[config.mk]
export PLATFORM = sky130hd
export DESIGN_NAME = fft_ip_loader
export DESIGN_NICKNAME = d
export VERILOG_FILES = /design/src/rtl/fft_ip_loader.sv
export SDC_FILE = /design/constraint.sdc
export NUM_CORES = 1
export LEC_CHECK = 0
export ABC_CLOCK_PERIOD_IN_PS = 6750
export CORE_UTILIZATION = 42
export DETAILED_ROUTE_END_ITERATION = 12
export GPL_TIMING_DRIVEN = 0
export HOLD_SLACK_MARGIN = 0.03
export SYNTH_ARGS = -nofsm -noshare
export SYNTH_HDL_FRONTEND = slang
export SYNTH_SLANG_ARGS = --single-unit
export TNS_END_PERCENT = 20
[constraint.sdc]
create_clock -name clk -period 6.75 [get_ports clk]
set_input_delay 1.35 -clock clk [delete_from_list [all_inputs] [get_ports clk]]
set_output_delay 1.35 -clock clk [all_outputs]
set_load 0.03 [all_outputs]
[src/rtl/fft_ip_loader.sv]
// fft_ip_loader: converts raw signed integer samples to saturated signed fixed
// point, buffers one frame of LENGTH samples, then replays it in natural or
// bit-reversed order with start/end-of-frame markers.
module fft_ip_loader #(
   parameter int LENGTH = 8,
   parameter int IN_W   = 32,
   parameter int OUT_W  = 32,
   parameter int FRAC_W = 16,
   parameter int BITREV = 0
) (
   input  logic                    clk,
   input  logic                    rst_n,
   input  logic                    in_valid,
   output logic                    in_ready,
   input  logic signed [IN_W-1:0]  in_data,
   output logic                    out_valid,
   input  logic                    out_ready,
   output logic signed [OUT_W-1:0] out_data,
   output logic                    out_sof,
   output logic                    out_eof,
   input  logic                    sat_clr,
   output logic                    sat_flag
);

   localparam int AW = (LENGTH > 1) ? $clog2(LENGTH) : 1;
   localparam int VW = IN_W + FRAC_W;
   // One guard bit above the wider of the scaled input and the output format
   // so the clamp comparisons never wrap.
   localparam int CW = ((VW > OUT_W) ? VW : OUT_W) + 1;
   localparam logic signed [CW-1:0] MAXV = {{(CW-OUT_W+1){1'b0}}, {(OUT_W-1){1'b1}}};
   localparam logic signed [CW-1:0] MINV = {{(CW-OUT_W+1){1'b1}}, {(OUT_W-1){1'b0}}};
   localparam logic [AW-1:0] LAST = AW'(LENGTH - 1);

   typedef enum logic {S_FILL, S_DRAIN} state_t;

   state_t                  state_q, state_d;
   logic [AW-1:0]           wr_cnt_q, wr_cnt_d;
   logic [AW-1:0]           rd_cnt_q, rd_cnt_d;
   logic                    sat_flag_q, sat_flag_d;
   logic signed [OUT_W-1:0] mem_q [LENGTH];

   logic                    in_accept;
   logic                    out_fire;
   logic signed [CW-1:0]    in_scaled;
   logic [AW-1:0]           rd_addr;

   function automatic logic signed [CW-1:0] scale(input logic signed [IN_W-1:0] x);
      logic signed [CW-1:0] v;
      v = {{(CW-IN_W){x[IN_W-1]}}, x};
      return v <<< FRAC_W;
   endfunction

   function automatic logic sat_hit(input logic signed [CW-1:0] v);
      return (v > MAXV) || (v < MINV);
   endfunction

   function automatic logic signed [OUT_W-1:0] sat_fixed(input logic signed [CW-1:0] v);
      if (v > MAXV) return MAXV[OUT_W-1:0];
      else if (v < MINV) return MINV[OUT_W-1:0];
      else return v[OUT_W-1:0];
   endfunction

   function automatic logic [AW-1:0] rev_addr(input logic [AW-1:0] a);
      logic [AW-1:0] r;
      for (int i = 0; i < AW; i++) r[i] = a[AW-1-i];
      return r;
   endfunction

   // Handshake strobes decode from the state register only; rst_n masks them
   // so nothing is offered or accepted while reset is held.
   assign in_ready  = rst_n && (state_q == S_FILL);
   assign out_valid = rst_n && (state_q == S_DRAIN);
   assign in_accept = in_valid && in_ready;
   assign out_fire  = out_valid && out_ready;
   assign in_scaled = scale(in_data);
   assign rd_addr   = (BITREV != 0) ? rev_addr(rd_cnt_q) : rd_cnt_q;
   assign out_data  = out_valid ? mem_q[rd_addr] : '0;
   assign out_sof   = out_valid && (rd_cnt_q == '0);
   assign out_eof   = out_valid && (rd_cnt_q == LAST);
   assign sat_flag  = sat_flag_q;

   // Control state: FSM, frame counters and sticky saturation flag.
   always_ff @(posedge clk) begin
      if (!rst_n) begin
         state_q    <= S_FILL;
         wr_cnt_q   <= '0;
         rd_cnt_q   <= '0;
         sat_flag_q <= 1'b0;
      end else begin
         state_q    <= state_d;
         wr_cnt_q   <= wr_cnt_d;
         rd_cnt_q   <= rd_cnt_d;
         sat_flag_q <= sat_flag_d;
      end
   end

   // Next-state: fill until LENGTH accepts, drain until LENGTH handshakes.
   always_comb begin
      state_d    = state_q;
      wr_cnt_d   = wr_cnt_q;
      rd_cnt_d   = rd_cnt_q;
      sat_flag_d = sat_flag_q;
      if (in_accept) begin
         if (wr_cnt_q == LAST) begin
            wr_cnt_d = '0;
            state_d  = S_DRAIN;
         end else begin
            wr_cnt_d = wr_cnt_q + AW'(1);
         end
      end
      if (out_fire) begin
         if (rd_cnt_q == LAST) begin
            rd_cnt_d = '0;
            state_d  = S_FILL;
         end else begin
            rd_cnt_d = rd_cnt_q + AW'(1);
         end
      end
      // A saturating accept outranks a simultaneous clear.
      if (in_accept && sat_hit(in_scaled)) sat_flag_d = 1'b1;
      else if (sat_clr)                    sat_flag_d = 1'b0;
   end

   // Frame buffer holds already-converted samples; contents need no reset.
   always_ff @(posedge clk) begin
      if (in_accept) mem_q[wr_cnt_q] <= sat_fixed(in_scaled);
   end

endmodule

### Yosys cells after proc, flatten, opt, wreduce, memory -nomap -nowiden

Memory sizes are Yosys's and may differ from the RTL's. A register that Yosys moved wholly into a read port is not among the register bits.
Cells that the tools add are included.

* output and inout bits: 37
* bits in registers: 8
* word-level logic and storage cells: 38
* input bits: 37
* RAM bits: 256
* memories: 1

Memory list
* mem_q: words 8, width 32, read ports 1, clocked after memory_dff 1, write ports 1, line 40 `logic signed [OUT_W-1:0] mem_q [LENGTH];`

* $add $sub $neg: 2
* equal/unequal tests: 2
* mux-type cells: 16
* order comparisons: 2
* bitwise gates (word level): 1
* reduce and logical (&&, ||, !) cells: 10

Operators by type and width (number)
* two-way mux 32 bit: 4
* greater-than comparator 48 x 32 -> 1 bit (second input constant): 1
* less-than comparator 48 x 32 -> 1 bit (second input constant): 1
* two-way mux 3 bit: 4
* two-way mux 1 bit: 8
* logical AND 1 bit: 7
* adder 3 x 1 -> 3 bit (second input constant): 2
* == test 3 bit (second input constant): 2
* zero test 3 bit: 1
* nonzero test 2 bit: 1
* logical OR 1 bit: 1
* inverter 1 bit: 1

### Logic depth before layout (Yosys ltp)

* depth in word-level cells: 6
* depth in mapped cells: 6
* depth with buffers taken out: 5

### Worst setup path before layout

Ideal clock, no wire load.

* path type: input port to output port
* start point: in rst_n
* end point: out out_data[10]
* data required time: 5.400 ns
* path buffers: 2
* data arrival time: 2.914 ns
* setup slack: 2.486 ns
* cell stages on the path: 4
* cell sequence: buf_2 -> nand2_1 -> nor2_1 -> buf_4

* cells in the longest elaborated chain, start to end: 2

Ends and longest elaborated chain
* from (decl): line 12 `input logic rst_n,`
* logical AND 1 bit: line 72 `assign out_valid = rst_n && (state_q == S_DRAIN);`
* two-way mux 32 bit: line 77 `assign out_data = out_valid ? mem_q[rd_addr] : '0;`
* to (decl): line 18 `output logic signed [OUT_W-1:0] out_data,`

No other way between the ends.

### Final worst setup path

* start point: in rst_n
* end point: out out_data[12]

The elaborated chain is that of the path after synthesis.

==> results.txt <==
Status: finished clean
Worst path cell trace: buf_2, nand2_1, nor2_1, buf_4, clkdlybuf4s50_1
# setup viols final: 0
Mapped Nets: 365
Placed wire-length estimate: 8500 um
Diode count: 0
Syn-to-layout area delta: 28.30%
Rows: 43
Synth warn: 0
Die area: 0.01497 mm2
Placer Congestion: 0.7625
Int Pwr: 1651 uW
Port buffer count: 72
Total clock sinks: 147
Final wirelength: 12,730 um
CTS H-tree depth: 4
CTS tree: built
Initial antenna violation count: 0
Combinational share of power: 0.037
CP arrival: 3570 ps
Pwr dens: 260.1 mW/mm2
Placed Cells: 587
Hold path start: sat_flag
Crit path max fanout: 16
Worst-path clk slew: 60 ps
Switching Fraction: 0.1871
Iteration-0 DRC Markers: 279
Total GRT Usage: 0.1896
Worst path max stage delay: 790 ps
Nets: 468
Top Ports: 74
Resized Gates After CTS: 0
R2R depth: 5
Top FF cell, synth: edfxtp_1
Drc violations: 0
First-pass GRT wire length: 19,890 um
Routed length per instance: 20.57 um
Max-slew violation count: 0
Vias in the first global route: 3,481
EDFF count, synth: 136
Slew headroom: 0.3722
Reg-to-reg endpoint: mem_q[1][24]
Setup bufs post-CTS: 0
Fin crit share: 0.7295
Core area: 0.01399 mm2
Post-synthesis async set-or-reset flop share: 0
Unique masters post-synth: 33
CTS root buf: clkbuf_16
Peak supply drop: 0.1259 mV
Leakage: 0.002562 uW
Worst r2r src: state_q
Worst Setup End Kind: primary output
Via density per instance: 5.352
Syn Std Cell Area: 0.006085 mm2
Worst Max-Slew Pin Slew: 936.7 ps
First-pass DRT Iterations: 4
Clock share of power: 0.465
WHS Endpoint: sat_flag
DIE WIDTH: 122.4 um
Psw: 379.9 uW
Register area share after synthesis: 0.7074
Clock skew: 5.261 ps
Sequential Power Share: 0.498
Initial core utilization: 0.4350
Post-Syn Area per Cell: 18.84 um2
Post-DP Area: 0.007211 mm2
Largest net degree at the start of global routing: 18
Fin Setup TNS: 0 ps
Max Cap Violations: 0
WHS Path Cells: 2
Overflow after GRT: 0
Mapped Cells: 323
Hold buffers post-CTS: 0
Via count: 3,313
Worst path slowest cell: nor2_1
Final non-filler cell total: 619
RSZ-0062 raised after global routing: false
Final ANT Viol Nets: 0
Die Height: 122.4 um
Yosys reg bits: 147
Fin area: 0.007806 mm2
HP Class: reg2reg
Minimum clock period: 4924 ps
Worst R2R Setup Slack: 4560 ps
CP Class: in2out
CP required: 5400 ps
Final hold violation count: 0
Share of layout cells above drive strength 1: 0.2688
Crit start category: primary input
Highest Clock Rate: 0.2031 GHz
Maximum root-to-sink buffer count: 2
Clk Latency, worst-skew pair: 410 ps
Total CTS buffers: 17
placed cells by master, fill, tap and decap left out, types with 7 or more instances in the layout:
cell type        Yosys  routed
edfxtp_1           136     136
clkdlybuf4s50_1      0      72
mux4_2              34      34
nor2_1              23      20
buf_4               16      19
mux2i_1             18      18
clkbuf_16            0      17
o21a_1              15      15
dfxtp_1             11      11
nand2_1             10      10
buf_6                6       9
clkinv_2             0       7
through the flow:
stage	hold WS [ps]	setup WS, ps	util	total power (uW)
2_1_floorplan	460.8	2486	-	1063
3_3_place_gp	488.3	1027	0.5026	1100
3_5_place_dp	489.0	1774	0.5155	1105
4_1_cts	502.4	1756	0.5581	2046
5_1_grt	537.8	1615	0.5581	2090
6_report	500.3	1826	0.5581	2031
cells by family after synthesis:
| kind of cell | Yosys count | share of synthesized area |
|---|---|---|
| DFF | 147 | 0.7074 |
| buffers and inverters | 35 | 0.04010 |
| adders and majority gates | 5 | 0.01028 |
| and+or+nand+nor | 60 | 0.05408 |
| muxes | 52 | 0.1555 |
| AOI/OAI and AO/OA | 24 | 0.03270 |
per-layer routing:
layer,up-vias,track usage,share of wire
met3,24,0.03950,0.032
met4,0,0.08308,0.020
met2,68,0.2939,0.49
met1,1725,0.2593,0.46
met5,-,0,0
li1,1496,-,-
registers in the layout, indices dropped and copies added, names as in the netlist, named ones only:
register,cells
wr_cnt_q,3
state_q,1
mem_q,136
rd_addr,3
sat_flag,1
synth_stat cells, drive strengths merged (2+ instances only):
| cell type | instances | area, um2 |
|---|---|---|
| clkbuf | 3 | 11.26 |
| nor2 | 23 | 86.33 |
| nand3 | 2 | 10.01 |
| o21a | 15 | 112.6 |
| edfxtp | 136 | 4084 |
| or3 | 2 | 12.51 |
| mux2i | 18 | 180.2 |
| nand2b | 2 | 12.51 |
| buf | 28 | 217.7 |
| dfxtp | 11 | 220.2 |
| nor3 | 4 | 20.02 |
| ha | 5 | 62.56 |
| nand2 | 10 | 37.54 |
| nand4 | 4 | 25.02 |
| nor4 | 5 | 50.05 |
| inv | 4 | 15.02 |
| nand3b | 3 | 35.03 |
| mux4 | 34 | 765.7 |
| a21oi | 5 | 25.02 |
worst max-delay path: cells and delay by family:
family	cells	cell delay, ps
and+or+nand+nor	2	1140
buffers and inverters	3	1090
worst max-delay path by stage:
stage               startpoint           end  slack, ps  cells past startpoint
floorplan                rst_n  out_data[10]       2490                      4
global placement      in_valid  mem_q[0][26]       1030                      3
detailed placement       rst_n  out_data[12]       1770                      5
CTS                      rst_n  out_data[12]       1760                      5
global route             rst_n  out_data[12]       1610                      5
finish                   rst_n  out_data[12]       1830                      5
power groups by stage:
stage	Clock, uW	Sequential (uW)	Combinational [uW]
floorplan	0	1030	33.0
global placement	0	1030	69.8
detailed placement	0	1030	75.5
CTS	959	1010	75.9
global route	996	1010	81.6
finish	945	1010	74.5
layout make-up:
| class | count | area [um2] |
|---|---|---|
| Fill cell | 1123 | 6182 |
| Timing Repair Buffer | 84 | 867.1 |
| Sequential cell | 147 | 4304 |
| Clock buffer | 17 | 425.4 |
| Tap cell | 180 | 225.2 |
| Multi-Input combinational cell | 141 | 1570 |
| Buffer | 31 | 229.0 |
| Clock inverter | 15 | 170.2 |
| Inverter | 4 | 15.01 |
Power figures use the tool's default switching activity.
